[src/rtl/gray_codec_pkg.sv]
// Shared mode constants and width-generic Gray conversion helpers for gray_codec.
// Words are carried zero-extended in a fixed-size container, so WIDTH may not exceed GRAY_MAX_WIDTH.
package gray_codec_pkg;

  localparam logic MODE_B2G = 1'b0;
  localparam logic MODE_G2B = 1'b1;

  localparam int unsigned GRAY_MAX_WIDTH = 64;

  typedef logic [GRAY_MAX_WIDTH-1:0] gray_word_t;

  // g[i] = b[i] ^ b[i+1], with the MSB of the active width passed through.
  function automatic gray_word_t bin2gray(input gray_word_t b, input int width);
    gray_word_t g;
    logic       upper;
    g     = '0;
    upper = 1'b0;
    for (int i = GRAY_MAX_WIDTH - 1; i >= 0; i--) begin
      if (i < width) begin
        g[i]  = b[i] ^ upper;
        upper = b[i];
      end
    end
    return g;
  endfunction

  // Prefix XOR from the MSB of the active width down to bit 0.
  function automatic gray_word_t gray2bin(input gray_word_t g, input int width);
    gray_word_t b;
    logic       acc;
    b   = '0;
    acc = 1'b0;
    for (int i = GRAY_MAX_WIDTH - 1; i >= 0; i--) begin
      if (i < width) begin
        acc  = acc ^ g[i];
        b[i] = acc;
      end
    end
    return b;
  endfunction

endpackage

[src/rtl/gray_adj_check.sv]
// Gray adjacency checker: remembers the last decoded input word and raises a sticky
// error when the next decoded word differs from it in more than one bit.
module gray_adj_check
  import gray_codec_pkg::*;
#(
  parameter int unsigned WIDTH = 4
) (
  input  logic             clk,
  input  logic             rst_n,
  input  logic             chk_valid,
  input  logic [WIDTH-1:0] chk_data,
  input  logic             err_clr,
  output logic             err
);

  logic [WIDTH-1:0] hist_q, hist_d;
  logic             hist_valid_q, hist_valid_d;
  logic             err_q, err_d;
  logic             err_set;

  always_comb begin
    hist_d       = hist_q;
    hist_valid_d = hist_valid_q;
    err_set      = 1'b0;
    if (chk_valid) begin
      err_set      = hist_valid_q && ($countones(chk_data ^ hist_q) > 1);
      hist_d       = chk_data;
      hist_valid_d = 1'b1;
    end
    // A new error outranks a clear in the same cycle.
    if (err_set) begin
      err_d = 1'b1;
    end else if (err_clr) begin
      err_d = 1'b0;
    end else begin
      err_d = err_q;
    end
  end

  always_ff @(posedge clk or negedge rst_n) begin
    if (!rst_n) begin
      hist_q       <= '0;
      hist_valid_q <= 1'b0;
      err_q        <= 1'b0;
    end else begin
      hist_q       <= hist_d;
      hist_valid_q <= hist_valid_d;
      err_q        <= err_d;
    end
  end

  assign err = err_q;

endmodule

[src/rtl/gray_codec.sv]
// Single-stage streaming binary<->Gray converter with valid/ready handshakes.
// Define GRAY_CODEC_ADJ_CHECK_EN to enable the sticky Gray adjacency checker on decode inputs.
module gray_codec
  import gray_codec_pkg::*;
#(
  parameter int unsigned WIDTH = 4
) (
  input  logic             clk,
  input  logic             rst_n,
  input  logic             in_valid,
  output logic             in_ready,
  input  logic             in_mode,
  input  logic [WIDTH-1:0] in_data,
  output logic             out_valid,
  input  logic             out_ready,
  output logic [WIDTH-1:0] out_data,
  output logic             out_mode,
  output logic             err_adj,
  input  logic             err_clr
);

  logic             out_valid_q;
  logic [WIDTH-1:0] out_data_q;
  logic             out_mode_q;
  logic             in_xfer;
  gray_word_t       in_word;
  gray_word_t       conv_full;
  logic             unused_conv_hi;

  assign in_ready = !out_valid_q || out_ready;
  assign in_xfer  = in_valid && in_ready;

  always_comb begin
    in_word              = '0;
    in_word[WIDTH-1:0]   = in_data;
    if (in_mode == MODE_G2B) begin
      conv_full = gray2bin(in_word, int'(WIDTH));
    end else begin
      conv_full = bin2gray(in_word, int'(WIDTH));
    end
  end

  // Bits above WIDTH are always zero; fold them so they are not left dangling.
  assign unused_conv_hi = ^conv_full;

  always_ff @(posedge clk or negedge rst_n) begin
    if (!rst_n) begin
      out_valid_q <= 1'b0;
      out_data_q  <= '0;
      out_mode_q  <= MODE_B2G;
    end else if (in_xfer) begin
      out_valid_q <= 1'b1;
      out_data_q  <= conv_full[WIDTH-1:0];
      out_mode_q  <= in_mode;
    end else if (out_ready) begin
      out_valid_q <= 1'b0;
    end
  end

  assign out_valid = out_valid_q;
  assign out_data  = out_data_q;
  assign out_mode  = out_mode_q;

`ifdef GRAY_CODEC_ADJ_CHECK_EN
  gray_adj_check #(
    .WIDTH(WIDTH)
  ) u_adj_check (
    .clk      (clk),
    .rst_n    (rst_n),
    .chk_valid(in_xfer && (in_mode == MODE_G2B)),
    .chk_data (in_data),
    .err_clr  (err_clr),
    .err      (err_adj)
  );
`else
  logic unused_err_clr;
  assign unused_err_clr = err_clr;
  assign err_adj        = 1'b0;
`endif

endmodule

[config.mk]
export PLATFORM = sky130hd
export DESIGN_NAME = gray_codec
export DESIGN_NICKNAME = d
export VERILOG_FILES = /design/src/rtl/gray_codec_pkg.sv /design/src/rtl/gray_adj_check.sv /design/src/rtl/gray_codec.sv
export SDC_FILE = /design/constraint.sdc
export NUM_CORES = 1
export LEC_CHECK = 0
export BUFFER_PORTS_ARGS = -buffer_cell sky130_fd_sc_hd__buf_4
export CAP_MARGIN = 0
export CORE_AREA = 2 2 39 41
export DETAILED_ROUTE_END_ITERATION = 7
export DIE_AREA = 0 0 41 43
export PLACE_DENSITY = 0.55
export SYNTH_ARGS = -nofsm -noshare
export SYNTH_HDL_FRONTEND = slang
export SYNTH_SLANG_ARGS = --single-unit
[constraint.sdc]
create_clock -name clk -period 1.8 [get_ports clk]
set_clock_uncertainty 0.05 [all_clocks]
set_input_delay 0.27 -clock clk [delete_from_list [all_inputs] [get_ports clk]]
set_output_delay 0.27 -clock clk [all_outputs]
set_load 0.005 [all_outputs]
Word level (Yosys, flattened, before mapping). Cells that the tools add are included.

Register bits after elaboration: 6. Output and inout port bits: 8.

Reductions and logical operators: 4. Bitwise logic cells: 6. Multiplexer cells: 9.

Operator list (count): 1-bit 2-to-1 mux (8); 1-bit XOR (6); 3-bit 2-to-1 mux (1); 2-bit nonzero test (1); 1-bit logical AND (1); 1-bit zero test (1); 1-bit logical OR (1).

Depth between registers and ports, before layout. Gate-level depths: netlist (run 1).

Word-level depth: 7. Depth in mapped cells: 3. Gate-level depth less buffers: 3.

Worst setup path before layout (run 1). Ideal clock, no wire load.

Kind: input to register. Start: in out_ready. End: reg out_data_q[1] (netlist: out_data[1]). Arrival time: 949 ps. Cell stages on the path: 3. Slack: 676 ps. Path buffers: 0. Required time: 1625 ps. Setup time: 125 ps. Path through: nand2b_2 nand2_1 mux2_2.

Word-level cells in the longest chain between the ends: 2.

Ends and longest elaborated chain: from (decl) (RTL line gray_codec.sv:15) `input logic out_ready,`; 1-bit logical OR (RTL line gray_codec.sv:30) `assign in_ready = !out_valid_q || out_ready;`; 1-bit logical AND (RTL line gray_codec.sv:31) `assign in_xfer = in_valid && in_ready;`; to (signal assigned) (RTL line gray_codec.sv:53) `out_data_q <= conv_full[WIDTH-1:0];`; to (decl) (RTL line gray_codec.sv:23) `logic [WIDTH-1:0] out_data_q;`.

No other way between the ends. A chain may end at the register's enable or synchronous reset.

Worst setup path after layout (run 1).
Start: reg out_valid_q (netlist: out_valid). End: out in_ready.

Word-level cells in the longest chain between the ends: 2.

Ends and longest elaborated chain: from (decl) (RTL line gray_codec.sv:22) `logic out_valid_q;`; from (signal assigned) (RTL line gray_codec.sv:48) `out_valid_q <= 1'b0;`; from (signal assigned) (RTL line gray_codec.sv:52) `out_valid_q <= 1'b1;`; from (signal assigned) (RTL line gray_codec.sv:56) `out_valid_q <= 1'b0;`; 1-bit zero test (RTL line gray_codec.sv:30); 1-bit logical OR (RTL line gray_codec.sv:30); to (decl) (RTL line gray_codec.sv:11) `output logic in_ready,`.

No other way between the ends.

==> results of run 1 <==
what timing repair did:
action                     4_1_cts  5_1_grt
hold buffers                     1        0
gates resized for setup          0        0
setup endpoints to repair        0        0
hold endpoints to repair         6        0
setup buffers                    0        0
state kept, by name, indices dropped and copies added (netlist names):
name       flops
out_data       4
out_valid      1
out_mode       1
how the worst max path moves through the flow:
stage,start,end,slack (ns),cells after the start
3_3_place_gp,out_ready,out_data[2]$_DFFE_PN0P_,0.50,4
4_1_cts,out_valid$_DFFE_PN0P_,in_ready,0.64,2
3_5_place_dp,out_ready,out_data[1]$_DFFE_PN0P_,0.51,4
5_1_grt,out_valid$_DFFE_PN0P_,out_mode$_DFFE_PN0P_,0.58,3
2_1_floorplan,out_ready,out_data[1]$_DFFE_PN0P_,0.68,3
6_report,out_valid$_DFFE_PN0P_,in_ready,0.66,2
worst max-delay path: cells and delay by family (launching register included):
family	cells	cell delay [ns]
AND/OR/NAND/NOR	1	0.10
buffers and inverters	1	0.11
flip-flops	1	0.38
power groups by stage:
stage	Clock [W]	Sequential [W]	Combinational (W)
after detailed placement	0	0.000171	0.000103
after floorplan	0	0.000172	0.0000415
final	0.000124	0.000169	0.000103
after global placement	0	0.000171	0.000101
after global routing	0.000137	0.000172	0.000115
after CTS	0.000131	0.000169	0.000105
kinds of logic after synthesis:
kind of cell	after synthesis	share of synthesized area
muxes	4	0.154
DFF	6	0.513
and+or+nand+nor	5	0.0983
AOI/OAI and AO/OA	3	0.0769
buffers and inverters	1	0.0257
other	1	0.0128
xor gates and xnor gates	4	0.120
cells in the final DEF, fill, tap and decap left out, drive strengths merged:
cell	n
dlygate4sd3	1
a21oi	1
xor2	3
xnor2	1
mux2	4
conb	1
o31ai	1
a21bo	1
dfrtp	6
and3	1
buf	15
nand2b	2
clkbuf	3
nand2	2
cell type report:
type	count	area share
Clock buffer	3	0.0500
Multi-Input combinational cell	17	0.300
Sequential cell	6	0.333
Tap cell	16	0.0444
Timing Repair Buffer	16	0.272
metal layers:
| metal | vias up | part of all wire | track usage |
|---|---|---|---|
| met5 | - | 0 | 0 |
| met4 | 0 | 0.0070 | 0.0800 |
| met3 | 2 | 0.14 | 0.0314 |
| met2 | 16 | 0.40 | 0.116 |
| met1 | 93 | 0.45 | 0.0948 |
| li1 | 116 | - | - |
through the flow:
stage | instance area [um2] | worst slack, ns | hold slack [ns]
2_1_floorplan | 293 | 0.676 | -0.0756
3_3_place_gp | 418 | 0.502 | 0.0313
3_5_place_dp | 418 | 0.506 | 0.0323
4_1_cts | 450 | 0.636 | 0.181
5_1_grt | 450 | 0.578 | 0.198
6_report | 450 | 0.656 | 0.192
==> results.cfg, run 1 <==
[outcome]
status = finished, final reports clean

[placement]
place_congestion = 0.643
hpwl_um = 469
io_buffers = 15
numPlacedInstances = 54

[finish]
fillCellCount = 153
fin_nets = 54
drive_gt1_frac = 0.571
seq_area_um2 = 150
diodes = 0
fin_cells = 58
utilization = 0.325
multi_input_area_um2 = 135
area_growth_pct = 53.8

[yosys]
synth_cell_types = 13
synth_edf_count = 0
synth-main-ff-cell = dfrtp_1
yosys-top-cells-count = dfrtp_1, mux2_2, xor2_1
avgSynthCellArea_um2 = 12.2
yosys_warnings = 0
async_flop_share = 1.00
yosys-top-cells-area = dfrtp_1, mux2_2, xor2_1
synth.top_cell.area_share = 0.513
synth_largest_area_cell = dfrtp_1
synth.most_common_cell = dfrtp_1
netlist_instances = 24
synth-seq-cells = 6
ys_seq_area_frac = 0.513
mappedNetlistArea_um2 = 293
synthesis.nets = 34

[grt]
grtUsageTotal = 0.0848
grt_max_degree = 7
grt-ovfl-total = 0
grt_pass1_vias = 229
antenna_found_initial = 0
grt_pass1_wl_um = 938

[die]
die_h_um = 43
initial_core_util = 0.212
placementRows = 14
core_um2 = 1380
die-area_um2 = 1760
ioPinCount = 18
die_width_um = 41

[worst_setup_path]
reg2reg_to = out_mode$_DFFE_PN0P_
worstPathRequired_ns = 1.48
cpPeakStageDelay_ns = 0.38
worstSetupStartpointType = register
cp_max_fo = 4
worst-r2r-cell-count = 3
arrival_ns = 0.82
r2r_setup_slack_ns = 0.67
crit_path_end_kind = output pin
path_cells = nand2b_2 > buf_4
critPathKind = reg2out
r2r_start = out_valid$_DFFE_PN0P_
critical_path.slowest_cell = dfrtp_1

[power]
p_sw_w = 0.0000950
combPwrFrac = 0.259
leakage_nw = 0.218
seqPwrFrac = 0.426
pwr-share-clk = 0.314
powerDensity_nw_per_um2 = 878
internal_power_w = 0.000301
power_w = 0.000396
peakVddDrop_mv = 0.425
switching_share = 0.240

[clocking]
cts_tree = yes
clock_latency_ns = 0.24
clock_sinks = 6
cts-htree-levels = 1
clkTransAtPathRegs_ns = 0.04
cts_max_path_buffers = 2
root_buffer = clkbuf_4
cts_made_buffers = 3

[sta]
rsz0062_at_grt = false
period_needed_ns = 1.14
fmax_mhz = 874
slew_viol_final = 0
min_period_over_period = 0.636
setup_viol = 0
finalSetupTns_ns = 0
finalHoldViolCount = 0

[detailed_routing]
dr.pass1.iters = 4
drcViolationCount = 0
wl_um = 574
wl_per_cell_um = 9.90
vias = 227
postRouteAntennaNets = 0
vias_per_cell = 3.91
drtIter0Drc = 1

[hold_path]
hold_depth = 2
worstHoldStart = in_valid
worstHoldPathType = in2reg
holdPathEnd = out_valid$_DFFE_PN0P_

[flow_run]
maxCapViolations = 0
Note: power is estimated with default switching activity, not from simulation.
==> run 2, diff against run 1 <==
PLACE_DENSITY = 0.56   (was 0.55)
clock period = 1 ns   (was 1.8 ns; I/O delays follow)
==> results.cfg, run 2 (synthesized netlist as in run 1, its figures left out) <==
[outcome]
status = complete, but fails checks
failed_checks = setup timing

[hold_path]
hold_depth = 2
worstHoldPathType = in2reg
worstHoldStart = in_valid

[sta]
min_period_over_period = 1.12
setup_ws_ns = -0.121
fmax_mhz = 892
slew_viol_final = 0
rsz0062_at_grt = true
period_needed_ns = 1.12
finalHoldViolCount = 0
setup_viol = 7
fin_hold_ws_ns = 0.111

[power]
p_sw_w = 0.000192
peakVddDrop_mv = 0.791
combPwrFrac = 0.313
power_w = 0.000777
seqPwrFrac = 0.396
internal_power_w = 0.000585
powerDensity_nw_per_um2 = 1460
leakage_nw = 0.269
switching_share = 0.247
pwr-share-clk = 0.291

[finish]
seq_area_um2 = 150
utilization = 0.384
final_design_area_no_fill_um2 = 532
drive_gt1_frac = 0.630
diodes = 0
multi_input_area_um2 = 171
area_growth_pct = 81.6
layout_common_cells = buf_4, dfrtp_1, mux2_4, buf_6
fin_nets = 58
largest_reg_flops = 4
fin_cells = 62
fillCellCount = 146
final_common_cell = buf_4

[worst_setup_path]
cp_max_fo = 5
arrival_ns = 1.20
crit_start = out_valid$_DFFE_PN0P_
worstSetupStartpointType = register
worstPathRequired_ns = 1.08
worst-r2r-cell-count = 4
crit_path_end_kind = register
r2r_start = out_valid$_DFFE_PN0P_
critPathKind = reg2reg

[flow_run]
maxCapViolations = 0

[placement]
place_area_um2 = 438
io_buffers = 15
numPlacedInstances = 55
place_congestion = 0.665

[clocking]
clock_sinks = 6
cts_max_path_buffers = 2
clkTransAtPathRegs_ns = 0.05
cts_made_buffers = 3
clock_latency_ns = 0.25
root_buffer = clkbuf_4
cts_tree = yes
cts-htree-levels = 1

[grt]
grt_max_degree = 7
grt_pass1_wl_um = 1140
grt_pass1_vias = 283
grt-ovfl-total = 0
antenna_found_initial = 0
grtUsageTotal = 0.103

[die]
placementRows = 14
initial_core_util = 0.212
die_width_um = 41
die_h_um = 43
ioPinCount = 18
core_um2 = 1380
die-area_um2 = 1760

[detailed_routing]
wl_per_cell_um = 10.6
dr_wl_met2_um = 285
wl_um = 657
wl_met3_um = 79
met1_length_um = 288
vias_per_cell = 4.19
vias = 260
drtIter0Drc = 3
dr.pass1.iters = 5
top_layer = met4
postRouteAntennaNets = 0
drcViolationCount = 0
-- run 2: cell types whose count changed in the layout (fill, tap and decap cells not counted) --
cell	change
nand2_1	-1
buf_6	+4
mux2_4	+4
mux2_2	-4
nand2b_2	-1
nand2_8	+1
nand2b_4	+1
-- run 2: routing by layer --
metal | global-route usage | vias to the layer above
li1 | - | 123
met1 | 0.118 | 119
met2 | 0.131 | 16
met3 | 0.0628 | 2
met4 | 0.0800 | 0
met5 | 0 | -
-- run 2: through the flow --
stage               TNS, ns  worst slack [ns]
finish               -0.748            -0.121
global route          -1.02            -0.159
CTS                  -0.815            -0.130
detailed placement   -0.139           -0.0353
global placement     -0.104           -0.0267
floorplan            -0.136           -0.0341
-- run 2: power by group through the flow --
stage	sequential, W	combinational (W)	clock (W)
after floorplan	0.000310	0.0000796	0
after global placement	0.000309	0.000193	0
after detailed placement	0.000309	0.000195	0
after CTS	0.000307	0.000246	0.000248
after global routing	0.000312	0.000266	0.000248
final	0.000307	0.000243	0.000226
-- run 2: final timing paths --
path / slack, ns / endpoint
worst min register to register: 0.46 / out_data[2]$_DFFE_PN0P_
worst max-delay path: -0.12 / out_data[3]$_DFFE_PN0P_
worst min-delay path: 0.11 / out_valid$_DFFE_PN0P_
max in group asynchronous: 0.58 / out_data[3]$_DFFE_PN0P_
min in group asynchronous: 0.21 / out_valid$_DFFE_PN0P_
worst max register to register: -0.12 / out_data[3]$_DFFE_PN0P_
-- run 2: timing repair --
item                                    in CTS  in global routing
endpoints found under the hold margin        6                  0
buffers inserted                             3                  0
gates cloned                                 0                  0
pin swaps                                    2                  1
hold buffers                                 1                  0
gates resized for setup                      9                  0
endpoints found under the setup margin       6                  7
-- run 2: critical path, stage by stage (launching register included) --
cell and delay (ns):
dfrtp_1 0.40, nand2b_4 0.09, buf_6 0.11, nand2_8 0.06
mux2_4 0.29
-- run 2: cell type report --
| cell class | count | area share |
|---|---|---|
| multi-input cells | 17 | 0.322 |
| clock buffers | 3 | 0.0424 |
| repair buffers | 20 | 0.315 |
| well taps | 16 | 0.0376 |
| flip-flops and latches | 6 | 0.282 |
